`src/rtl/pipe_adder.sv`:
```
// Pipelined add/subtract unit with optional signed saturation, valid/ready flow control on
// both sides and a wrapping completed-transaction counter.
module pipe_adder #(
    parameter int unsigned WIDTH   = 16,
    parameter int unsigned STAGES  = 2,
    parameter int unsigned COUNT_W = 16
) (
    input  logic               clk,
    input  logic               rst_n,
    input  logic               in_valid,
    output logic               in_ready,
    input  logic [WIDTH-1:0]   a,
    input  logic [WIDTH-1:0]   b,
    input  logic [1:0]         op,
    output logic               out_valid,
    input  logic               out_ready,
    output logic [WIDTH-1:0]   sum,
    output logic               carry,
    output logic               ovf,
    output logic [COUNT_W-1:0] count
);

    localparam logic [WIDTH-1:0] MaxPos = {1'b0, {(WIDTH-1){1'b1}}};
    localparam logic [WIDTH-1:0] MinNeg = {1'b1, {(WIDTH-1){1'b0}}};

    logic [WIDTH-1:0]   b_eff;
    logic [WIDTH:0]     full;
    logic [WIDTH-1:0]   raw;
    logic [WIDTH-1:0]   res;
    logic               res_carry;
    logic               res_ovf;

    logic [STAGES-1:0]  v_q;
    logic [STAGES-1:0]  carry_q;
    logic [STAGES-1:0]  ovf_q;
    logic [WIDTH-1:0]   sum_q [STAGES];
    logic [STAGES-1:0]  ready;
    logic [COUNT_W-1:0] count_q;
    logic [COUNT_W-1:0] count_d;

    // Subtraction is a + ~b + 1; the carry-out is inverted to report a borrow.
    always_comb begin
        b_eff     = op[0] ? ~b : b;
        full      = {1'b0, a} + {1'b0, b_eff} + {{WIDTH{1'b0}}, op[0]};
        raw       = full[WIDTH-1:0];
        res_carry = full[WIDTH] ^ op[0];
        res_ovf   = (a[WIDTH-1] == b_eff[WIDTH-1]) && (raw[WIDTH-1] != a[WIDTH-1]);
        res       = raw;
        if (op[1] && res_ovf) begin
            res = a[WIDTH-1] ? MinNeg : MaxPos;
        end
    end

    // A stage can advance if any stage downstream of it (inclusive) is empty or the sink is ready.
    always_comb begin
        for (int i = 0; i < STAGES; i++) begin
            logic free;
            free = out_ready;
            for (int j = i; j < STAGES; j++) begin
                free = free | ~v_q[j];
            end
            ready[i] = free;
        end
    end

    always_comb begin
        count_d = count_q;
        if (out_valid && out_ready) begin
            count_d = count_q + 1'b1;
        end
    end

    always_ff @(posedge clk) begin
        if (!rst_n) begin
            v_q     <= '0;
            carry_q <= '0;
            ovf_q   <= '0;
            count_q <= '0;
            for (int i = 0; i < STAGES; i++) begin
                sum_q[i] <= '0;
            end
        end else begin
            if (ready[0]) begin
                v_q[0]     <= in_valid;
                sum_q[0]   <= res;
                carry_q[0] <= res_carry;
                ovf_q[0]   <= res_ovf;
            end
            for (int i = 1; i < STAGES; i++) begin
                if (ready[i]) begin
                    v_q[i]     <= v_q[i-1];
                    sum_q[i]   <= sum_q[i-1];
                    carry_q[i] <= carry_q[i-1];
                    ovf_q[i]   <= ovf_q[i-1];
                end
            end
            count_q <= count_d;
        end
    end

    assign in_ready  = ready[0] & rst_n;
    assign out_valid = v_q[STAGES-1];
    assign sum       = sum_q[STAGES-1];
    assign carry     = carry_q[STAGES-1];
    assign ovf       = ovf_q[STAGES-1];
    assign count     = count_q;

endmodule

```
`config.mk`:
```
export PLATFORM = sky130hd
export DESIGN_NAME = pipe_adder
export DESIGN_NICKNAME = d
export VERILOG_FILES = /design/src/rtl/pipe_adder.sv
export SDC_FILE = /design/constraint.sdc
export NUM_CORES = 1
export LEC_CHECK = 0
export ABC_AREA = 1
export CORE_MARGIN = 2
export CORE_UTILIZATION = 40
export DETAILED_ROUTE_END_ITERATION = 10
export GPL_ROUTABILITY_DRIVEN = 1
export GPL_TIMING_DRIVEN = 0
export PLACE_DENSITY_LB_ADDON = 0.12
export SLEW_MARGIN = 20
export SYNTH_ARGS = -nofsm -noshare
export SYNTH_HDL_FRONTEND = slang
export SYNTH_SLANG_ARGS = --single-unit
```
`constraint.sdc`:
```
create_clock -name clk -period 3.35 [get_ports clk]
set_input_delay 0.67 -clock clk [delete_from_list [all_inputs] [get_ports clk]]
set_output_delay 0.67 -clock clk [all_outputs]
set_load 0.01 [all_outputs]
```
## After elaboration in Yosys (flattened, before gate mapping)

Memory sizes are Yosys's and may differ from the RTL's.
Cells that the tools add are included.

| storage, ports and cells | value |
|---|---|
| word-level logic and storage cells | 38 |
| memory bits (writable) | 32 |
| register bits after elaboration | 22 |
| bits of input ports | 38 |
| memories | 1 |

Memories:

| name | words | width | rd ports | clocked after memory_dff | wr ports | line | source |
|---|---|---|---|---|---|---|---|
| sum_q | 2 | 16 | 2 | 0 | 2 | 36 | `logic [WIDTH-1:0] sum_q [STAGES];` |

| cells by class | value |
|---|---|
| bitwise logic cells | 10 |
| reduce and logical (&&, ||, !) cells | 3 |
| add/subtract/negate cells | 3 |
| eq/ne operators | 2 |
| multiplexer cells | 12 |

Operators by type and width:

| kind | number |
|---|---|
| $mux W16 | 5 |
| $add A16 B16 Y17 | 1 |
| $add A17 B1 Y17 | 1 |
| $add A16 B1 Y16 const B | 1 |
| $not A16 Y16 | 1 |
| $mux W1 | 7 |
| $or A1 B1 Y1 | 5 |
| $logic_and A1 B1 Y1 | 3 |
| $not A1 Y1 | 2 |
| $and A1 B1 Y1 | 1 |
| $eq A1 B1 Y1 | 1 |
| $ne A1 B1 Y1 | 1 |
| $xor A1 B1 Y1 | 1 |

## Logic depth before layout (Yosys ltp)

Gate-level depths: netlist of run 1.

| logic depth | value |
|---|---|
| word-level depth | 9 |
| depth in mapped cells | 17 |

## Worst setup path after synthesis of run 1

Ideal clock, no wire load.

| timing path | value |
|---|---|
| path type | in2reg |
| start | input op[0] |
| end | memory sum_q[0][9], data pin |
| data required time | 3.089 ns |
| cell stages on the path | 15 |
| arrival | 2.545 ns |
| path slack | 0.544 ns |
| buffers on the path | 3 |
| cell sequence | buf_6 buf_2 xor2_1 ha_1 a21oi_2 inv_1 nor2_1 nand2_4 nand2_4 nand2_4 nand2_4 nand4_4 buf_8 nand2_2 a21oi_2 |

RTL lines:

| element | line | source |
|---|---|---|
| start, declared | 14 | `input logic [1:0] op,` |
| end, declared | 36 |  |

## Final worst setup path of run 1

| timing path | value |
|---|---|
| start | input out_ready |
| end | output in_ready |

| on the way | value |
|---|---|
| cells in the longest elaborated chain, start to end | 3 |

Ends and longest elaborated chain:

| element | line | source |
|---|---|---|
| start, declared | 16 | `input logic out_ready,` |
| $or A1 B1 Y1 (2 in a row) | 60 | `free = free \| ~v_q[j];` |
| $and A1 B1 Y1 | 101 | `assign in_ready = ready[0] & rst_n;` |
| end, declared | 11 | `output logic in_ready,` |

No other way between the ends.

==> impl_results.md, run 1 <==
* Status: completed
* Area of the core at 8260 sq um
* WL met2 at 2740 um
* Max cap viols at 0
* Avg Inst Size Synth at 8.60 sq um
* Synth warnings at 0
* Critical Path AT at 2.44 ns
* Fin crit period at 3.11 ns
* Nets at 531
* TritonCTS buffer count at 5
* Most numerous cell in the Yosys netlist: inv_1
* Fin. Hold Viols at 0
* Net Count, Synth at 452
* Via Count at 2608
* RD Place Congestion at 0.841
* Row count at 33
* DRT Pass-1 Iters at 4
* Port Buf Inserts at 72
* Most common cell on crit path: inv_1
* Post-Layout Cell Count at 582
* Layout cells sized above 1 at 15.1%
* Final setup vio count at 0
* Clk root buf: clkbuf_8
* Vias in the first global route at 2437
* Cells after DPL at 574
* CTS H-Tree Depth at 2
* Full die area at 9290 sq um
* Initial antenna violation count at 0
* Final ANT Viol Nets at 0
* Area growth, synth to finish at 27.8%
* Reg-to-reg endpoint: count[14]
* Worst-path cell chain: clkdlybuf4s50_1 > nor2_2 > inv_1 > nor2_2 > inv_1 > nand2_1 > inv_1 > clkdlybuf4s50_1
* Post-Syn Instances at 397
* Critical path's top delay family: buffers and inverters
* Setup tns final at 0 ns
* Initial DRC Count at 122
* Max incr delay on CP at 0.50 ns
* Uppermost layer routed: met4
* Top_reg_cell synth: edfxtp_1
* Power per standard cell area at 395 nW/um^2
* Area leader, netlist: edfxtp_1
* Post-synthesis sequential area ratio at 41.0%
* Distinct cells, synth at 36
* Initial Util at 41.4%
* Reg2Reg Launch Point: count[0]
* Worst reg-to-reg path cell count at 8
* Crit Path Class: primary input to output pin
* CTS tree: done
* Top cells by count, synth: 53 x inv_1, 52 x nand2_1, 40 x nor2_1
* Filler cells at 821
* Slew at the pin closest to its max-slew limit at 0.640 ns
* Met3 WL post-DR at 302 um
* Worst vdd ir at 0.000148 V
* EDFF count, synth at 32
* WL met1 at 2800 um
* Clock buffer depth at 2
* Drt drc at 0
* Grt total ovfl at 0
* Startpoint class of the critical path: primary input
* WL per Instance at 10.2 um
* Die width at 96.4 um
* Slew HR at 57.2%
* Hold_sp: count[15]
* Largest net degree at the start of global routing at 18
* Worst min path class: flip-flop to flip-flop
* CP bufs+invs at 5
* TritonCTS sink count at 54
* RSZ-0062 raised after global routing: no
* Worst-path clk slew at 0.09 ns
* Final HPWL DP at 4910 um
* Leakage power at 0.00189 uW
* Nature of the critical path endpoint: output pin
* Worst EP required at 2.68 ns
* Setup Fix Bufs, Post-CTS at 0
* R2R setup slack at 1.58 ns
* Via/cell ratio at 4.48
* Min-Delay Path Depth at 2
* Top cell type's share of synthesized area at 28.1%
* Min-Delay Endpoint: count[15]
* # diodes at 0
* Total track usage at 13.8%
* Die Y at 96.4 um
* Max Slew Vio Count at 0
* Period utilisation layout at 92.9%
* Power Total at 1730 uW
* Clk_lat worst skew at 0.30 ns
* Routed Wire Length at 5930 um
* Asr flop ratio synth at 0%
* Synthesized area at 3420 sq um
* #FFs+latches synth at 54
* Most area-consuming cells after synthesis: edfxtp_1 28%, dfxtp_1 13%, xor2_1 6.9%, ha_1 5.9%, inv_1 5.8%
* Crit path max fanout at 6
* Clock skew at 0.0111 ns
* Worst path slowest cell: clkdlybuf4s50_1
* First-pass GRT wire length at 10300 um
* Highest Clock Rate at 321 MHz
* I/O Pins at 74
-- report_power, final --
part	internal (uW)	switching, uW	total [uW]
Sequential	784	18.7	803
Combinational	273	288	560
Clock	170	193	363
Total	1230	499	1730
-- timing repair --
item                                    4_1_cts  5_1_grt
gates resized for setup                       0        2
hold buffers                                  0        0
endpoints found under the setup margin        0        1
-- metal layers --
metal  up-vias  track usage [%]
met3         9             2.40
met2        61             23.6
met5         -                0
met4         0             4.58
met1      1098             17.7
li1       1440                -
-- registers in the layout, summed over array words and instances, names as in the netlist --
signal   count
carry_q      2
count       16
ovf_q        2
sum_q       32
v_q          2
-- cell usage in the layout (no fill, tap or decap), types with 2 or more instances in the layout --
cell type,synthesis,routed
nand2_2,14,14
inv_1,53,53
a21oi_1,35,35
nand2_1,52,52
buf_4,17,17
ha_1,16,16
edfxtp_1,32,32
nor3_1,4,4
nor2_2,0,2
nor2_1,40,38
nand4_4,2,2
clkbuf_1,2,2
a21oi_2,12,12
clkdlybuf4s50_1,0,72
clkbuf_8,0,6
nand3_1,16,16
o21a_1,3,3
buf_2,4,4
nand4_1,4,4
o21ai_0,19,19
xor2_1,27,27
dfxtp_1,22,22
xnor2_1,2,2
nand2_4,6,6
-- area by class of cell --
cell class	count	area, sq um	share of cell area (%)
multi-input combinational	264	1640	37.5
sequential	54	1400	32.1
timing repair buffer	72	721	16.5
inverter	54	203	4.64
buffer	25	181	4.16
tap	105	131	3.01
clock buffer	7	87.6	2.01
clock inverter	1	5.00	0.115
-- kinds of logic after synthesis --
family / share of synthesized area, %
compound gates: 12.4
xor+xnor: 7.44
fa+ha+maj: 6.45
buf+inv: 11.2
flops: 41.0
simple gates: 21.4
-- worst max path at each step --
stage	from	cells after the start	slack, ns	end
finish	out_ready	8	0.24	in_ready
global route	out_ready	8	0.06	in_ready
CTS	out_ready	8	0.11	in_ready
detailed placement	out_ready	8	0.11	in_ready
global placement	out_ready	8	0.13	in_ready
floorplan	op[0]	15	0.54	sum_q[0][9]
-- tightest hold or removal path, stage by stage, from the launching register on --
cell	delay, ns
dfxtp_1	0.32
inv_1	0.06
a21oi_1	0.05
-- through the flow --
step	setup slack, ns	hold slack, ns	area [sq um]	utilization [%]
global route	0.0600	0.504	4370	52.9
global placement	0.128	0.453	4270	51.7
finish	0.237	0.472	4370	52.9
floorplan	0.544	0.448	3420	-
CTS	0.110	0.471	4360	52.8
detailed placement	0.114	0.455	4270	51.7
Note: power is estimated with default switching activity, not from simulation.
==> run 2, diff against run 1 <==
--- a/config.mk
+++ b/config.mk
@@ -12,6 +12,7 @@
 export GPL_ROUTABILITY_DRIVEN = 1
 export GPL_TIMING_DRIVEN = 0
 export PLACE_DENSITY_LB_ADDON = 0.12
+export SETUP_SLACK_MARGIN = 0.5
 export SLEW_MARGIN = 20
 export SYNTH_ARGS = -nofsm -noshare
 export SYNTH_HDL_FRONTEND = slang
==> run 2 against run 1 <==
  * Final cell count increased by 0.17%
  * Maximum frequency increased by 14%
  * Die area unchanged
  * Sequential power about the same
  * Global-route usage about the same
  * Largest power group unchanged
==> impl_results.md, run 2 (synthesized netlist as in run 1, its figures left out) <==
* # diodes at 0 (unchanged)
* Slew HR at 57.4% (+0.16 points)
* Most frequent cells in the layout: 71 x clkdlybuf4s50_1, 53 x inv_1, 51 x nand2_1, 37 x nor2_1, 34 x a21oi_1
* Clock buffer depth at 2 (unchanged)
* Filler cells at 826 (+0.61%)
* Status: completed
* WL per Instance at 10.2 um (+0.25%)
* Post-Layout Cell Count at 583 (+0.17%)
* Nature of the critical path endpoint: flip-flop
* Vias in the first global route at 2437 (unchanged)
* Fin. Hold Viols at 0 (unchanged)
* RD Place Congestion at 0.841 (unchanged)
* Max cap viols at 0 (unchanged)
* Port Buf Inserts at 72 (unchanged)
* Initial DRC Count at 115 (-5.7%)
* Min-Delay Endpoint: count[15]
* Power per standard cell area at 394 nW/um^2 (-0.31%)
* Clk root buf: clkbuf_8
* Die width at 96.4 um (unchanged)
* Top reg by flops: sum_q
* Worst-path cell chain: clkdlybuf4s50_1 > xor2_1 > ha_1 > a21oi_2 > inv_1 > nor2_2 > nand2_4 > nand2_4 > nand2_4 > nand2_4 > nand4_4 > buf_8 > nand2_2 > a21oi_2
* Nets at 532 (+0.19%)
* RSZ-0062 raised after global routing: yes
* Area growth, synth to finish at 28.7%
* Crit Path Class: primary input to flip-flop
* Clk_lat worst skew at 0.30 ns (about the same)
* Worst vdd ir at 0.000149 V (+0.50%)
* Grt total ovfl at 0 (unchanged)
* Layout cells sized above 1 at 15.9% (+0.81 points)
* Largest net degree at the start of global routing at 18 (unchanged)
* Total track usage at 13.8% (+0.033 points)
* Period utilisation layout at 81.3% (-12 points)
* Die Y at 96.4 um (unchanged)
* Clock skew at 0.0116 ns (+0.000574 ns)
* Startpoint class of the critical path: primary input
* Worst reg-to-reg path cell count at 8 (unchanged)
* Hold_sp: count[15]
* Reg2Reg Launch Point: count[0]
* Initial Util at 41.4% (unchanged)
* Slew at the pin closest to its max-slew limit at 0.638 ns (-0.00241 ns)
* Commonest non-fill, non-tap cell in the layout: clkdlybuf4s50_1
* Via/cell ratio at 4.49 (+0.21%)
* Most common cell on crit path: nand2_4
* Min-Delay Path Depth at 2 (unchanged)
* I/O Pins at 74 (unchanged)
* Critical Path AT at 2.77 ns (+0.33 ns)
* CTS tree: done
* Highest Clock Rate at 367 MHz (+14%)
* Drt drc at 0 (unchanged)
* Max Slew Vio Count at 0 (unchanged)
* Worst EP required at 3.39 ns (+0.71 ns)
* Setup tns final at 0 ns (unchanged)
* Initial antenna violation count at 0 (unchanged)
* Crit path max fanout at 10 (+4)
* Via Count at 2618 (+0.38%)
* Worst-path clk slew at 0.09 ns (about the same)
* DRT Pass-1 Iters at 4 (unchanged)
* Cells after DPL at 574 (unchanged)
* Final HPWL DP at 4910 um (unchanged)
* Max incr delay on CP at 0.47 ns (-0.03 ns)
* Fin crit period at 2.73 ns (-0.388 ns)
* Max reg flops at 32 (unchanged)
* Multi-input gate area at 1660 sq um (+1.3%)
* Leakage power at 0.00190 uW (+0.51%)
* Worst min path class: flip-flop to flip-flop
* Register Area at 1400 sq um (unchanged)
* Routed Wire Length at 5950 um (+0.42%)
* Final setup vio count at 0 (unchanged)
* R2R setup slack at 1.58 ns (about the same)
* TritonCTS sink count at 54 (unchanged)
* Full die area at 9290 sq um (unchanged)
* TritonCTS buffer count at 5 (unchanged)
* # hold bufs at CTS at 0 (unchanged)
* Reg-to-reg endpoint: count[14]
* CTS H-Tree Depth at 2 (unchanged)
* Final ANT Viol Nets at 0 (unchanged)
* Row count at 33 (unchanged)
* Area of the core at 8260 sq um (unchanged)
* Worst path slowest cell: clkdlybuf4s50_1
* First-pass GRT wire length at 10300 um (+0.27%)
[run 2: stage by stage]
step | power (uW) | hold WS, ns | cell area [sq um] | setup WS [ns] | utilization (%)
global placement | 1380 | 0.453 | 4270 | 0.128 | 51.7
detailed placement | 1380 | 0.455 | 4270 | 0.114 | 51.7
floorplan | 1210 | 0.448 | 3420 | 0.544 | -
finish | 1730 | 0.469 | 4400 | 0.625 | 53.2
global route | 1860 | 0.504 | 4400 | 0.467 | 53.2
CTS | 1750 | 0.471 | 4370 | 0.574 | 53.0
[run 2: layer usage]
layer  wire length [um]  part of all wire (%)  vias up  global-route usage (%)
met5                  0                     0        -                       0
met4                102                   1.7        0                    4.58
met3                287                   4.8        8                    2.40
met2               2750                    46       60                    23.7
met1               2810                    47     1111                    17.7
li1                   -                     -     1439                       -
[run 2: layout make-up]
type,count,share of cell area (%)
plain buffers,25,4.18
clock buffers,7,1.99
clock inverters,1,0.114
inverters,54,4.61
multi-input cells,264,37.7
flip-flops and latches,54,31.9
well taps,105,2.99
repair buffers,73,16.5
[run 2: where the power goes]
part           total, uW  switching [uW]  internal (uW)
sequential           803            18.6            784
combinational        567             292            275
clock                362             193            170
[run 2: worst max-delay path, delay by kind of cell]
kind	cells	cell delay [ns]
XOR/XNOR	1	0.14
AO/OA/AOI/OAI	2	0.25
AND/OR/NAND/NOR	7	0.67
adder cells (fa/ha/maj)	1	0.30
buffers and inverters	3	0.74
[run 2: worst max path at each step]
stage | startpoint | to | slack, ns | cells after the start
floorplan | op[0] | sum_q[0][9] | 0.54 | 15
global placement | out_ready | in_ready | 0.13 | 8
detailed placement | out_ready | in_ready | 0.11 | 8
CTS | op[0] | sum_q[0][10] | 0.57 | 15
global route | b[12] | sum_q[0][5] | 0.47 | 12
finish | b[6] | sum_q[0][5] | 0.62 | 14
[run 2: repair_timing]
item / in CTS / in global routing
gates resized for setup: 4 / 5
pin swaps: 1 / 0
buffers inserted: 1 / 0
cloned: 0 / 0
setup endpoints to repair: 1 / 11
==> run 3, diff against run 2 <==
==> constraint.sdc (replaced) <==
create_clock -name clk -period 2.5 [get_ports clk]
set_input_delay 0.5 -clock clk [delete_from_list [all_inputs] [get_ports clk]]
set_output_delay 0.5 -clock clk [all_outputs]
set_load 0.01 [all_outputs]
==> run 3 against run 2 <==
  * Cell area grew 16%
  * Sequential cell count did not move
  * Core utilization rose by 8.4 points
  * Largest power group unchanged
  * Register-to-register slack lost 0.85 ns
  * Critical endpoint unchanged
  * Die area unchanged
  * Highest routed layer unchanged
==> impl_results.md, run 3 (synthesized netlist as in run 1, its figures left out) <==
* CTS tree: done
* Critical path depth in cells at 15 (+1)
* Status: completed
* Critical path's top delay family: simple AND/OR/NAND/NOR gates
* Via Count at 2877 (+9.9%)
* Layout cells sized above 1 at 34.4% (+18 points)
* Final setup vio count at 0 (unchanged)
* Utilization after layout at 61.6% (+8.4 points)
* Most frequent cells in the layout: 51 x buf_4, 51 x clkdlybuf4s50_1, 49 x inv_1, 34 x nor2_1, 34 x nand2_1
* Total track usage at 16.0% (+2.2 points)
* Vias in the first global route at 2776 (+14%)
* Grt total ovfl at 0 (unchanged)
* Nets at 569 (+7.0%)
* Final ANT Viol Nets at 0 (unchanged)
* Worst min path class: flip-flop to flip-flop
* Max incr delay on CP at 0.24 ns (-0.23 ns)
* Critical Path AT at 2.30 ns (-0.47 ns)
* Min-Delay Path Depth at 2 (unchanged)
* First-pass GRT wire length at 11800 um (+14%)
* Fin. Hold Viols at 0 (unchanged)
* Startpoint class of the critical path: primary input
* Slew HR at 73.0% (+16 points)
* Max reg flops at 32 (unchanged)
* TritonCTS buffer count at 5 (unchanged)
* RSZ-0062 raised after global routing: yes
* Setup tns final at 0 ns (unchanged)
* Worst path slowest cell: ha_4
* Crit Path Class: primary input to flip-flop
* Drt drc at 0 (unchanged)
* Max Slew Vio Count at 0 (unchanged)
* Most common cell on crit path: nand2_4
* Min Hold Slack at 0.465 ns (-0.00340 ns)
* Crit path max fanout at 7 (-3)
* Hold_sp: count[15]
* Die Y at 96.4 um (unchanged)
* Worst-path clk slew at 0.10 ns (about the same)
* Most Used Layer, Global Route: met2
* Met1 global-route usage at 19.2% (+1.5 points)
* Clock skew at 0.00753 ns (-0.00410 ns)
* Post-DP Area at 4310 sq um (+0.88%)
* CP bufs+invs at 3 (unchanged)
* M2 GR Usage at 28.9% (+5.3 points)
* Met3 usage in global routing at 2.17% (-0.23 points)
* Via/cell ratio at 4.64 (+3.3%)
* Final HPWL DP at 5100 um (+3.9%)
* RD Place Congestion at 0.824 (-2.1%)
* Top reg by flops: sum_q
* Initial antenna violation count at 0 (unchanged)
* Clk_lat worst skew at 0.31 ns (about the same)
* WL per Instance at 11.6 um (+14%)
* Max cap viols at 0 (unchanged)
* Area of the core at 8260 sq um (unchanged)
* Highest Clock Rate at 447 MHz
* Row count at 33 (unchanged)
* Clock buffer depth at 2 (unchanged)
* Worst-path cell chain: buf_12 > buf_12 > xor2_4 > ha_4 > nand2_1 > nand2_1 > nand3_1 > nand2_2 > a21oi_4 > nand2_4 > nand2_4 > nand4_4 > clkbuf_16 > nand2_4 > a21oi_2
* Worst vdd ir at 0.000261 V (+75%)
* Initial DRC Count at 64 (-44%)
* TritonCTS sink count at 54 (unchanged)
* Worst reg-to-reg path cell count at 8 (unchanged)
* Area growth, synth to finish at 48.9%
* Largest net degree at the start of global routing at 19 (+1)
* Routed Wire Length at 7220 um (+21%)
* Reg-to-reg endpoint: count[14]
* Slew at the pin closest to its max-slew limit at 0.401 ns (-0.237 ns)
* Clk root buf: clkbuf_8
* Nature of the critical path endpoint: flip-flop
* Die width at 96.4 um (unchanged)
* Power per standard cell area at 529 nW/um^2 (+34%)
* Reg2Reg Launch Point: count[0]
* Worst EP required at 2.56 ns (-0.83 ns)
* Final Cell Area at 5090 sq um (+16%)
* Period utilisation layout at 89.5%
* Port Buf Inserts at 72 (unchanged)
* # diodes at 0 (unchanged)
* DRT Pass-1 Iters at 4 (unchanged)
* Initial Util at 41.4% (unchanged)
* Min-Delay Endpoint: count[15]
* Fin crit period at 2.24 ns
* # hold bufs at CTS at 0 (unchanged)
* CTS H-Tree Depth at 2 (unchanged)
* I/O Pins at 74 (unchanged)
* Full die area at 9290 sq um (unchanged)
* Pre-CTS setup slack at -0.434 ns (-0.549 ns)
* R2R setup slack at 0.73 ns (-0.85 ns)
* Leakage power at 0.00220 uW (+16%)
* Worst Setup Slack, final at 0.262 ns (-0.363 ns)
[run 3: cell types whose count changed in the layout (fill, tap and decap cells not counted), sizes merged]
cell	previous run	this run
inv	54	55
dlymetal6s2s	0	2
dlygate4sd2	1	13
buf	23	61
clkdlybuf4s50	71	51
clkdlybuf4s15	0	4
[run 3: how the worst max path moves through the flow]
stage          startpoint            to
2_1_floorplan       op[0]   sum_q[0][9]
3_3_place_gp        b[10]  sum_q[0][11]
3_5_place_dp        b[10]   sum_q[0][9]
4_1_cts             op[0]   sum_q[0][3]
5_1_grt             op[0]  sum_q[0][10]
6_report            op[0]   sum_q[0][5]
[run 3: area by class of cell]
class	instances	area, sq um
Buffer	25	211
Clock buffer	6	93.8
Clock inverter	2	17.5
Fill cell	710	3170
Inverter	54	203
Multi-Input combinational cell	264	2000
Sequential cell	54	1400
Tap cell	105	131
Timing Repair Buffer	110	1030
[run 3: worst reg2reg max path: stages (launching register included)]
cell,delay (ns)
dfxtp_1,0.37
ha_1,0.18
nand3_1,0.08
nor3_1,0.29
nand3_1,0.20
nor2_1,0.22
nand4_1,0.14
o21ai_1,0.14
a21oi_1,0.05
[run 3: stage by stage]
stage	std cells	total power, uW
2_1_floorplan	397	1640
3_3_place_gp	574	1870
3_5_place_dp	574	1880
4_1_cts	613	2630
5_1_grt	620	2840
6_report	620	2690
[run 3: what timing repair did]
item,4_1_cts,5_1_grt
cloned,2,0
pin swaps,54,16
endpoints found under the setup margin,43,52
resized for setup,77,41
setup buffers,29,7
[run 3: where the power goes]
group	switching [uW]	total (uW)	internal, uW
clock network	294	558	264
registers	24.1	1070	1050
logic	526	1060	530
total	844	2690	1840
[run 3: per-layer routing]
metal / up-vias / wire length (um)
li1: 1513 / -
met1: 1286 / 3180
met2: 67 / 3620
met3: 11 / 282
met4: 0 / 138
met5: - / 0
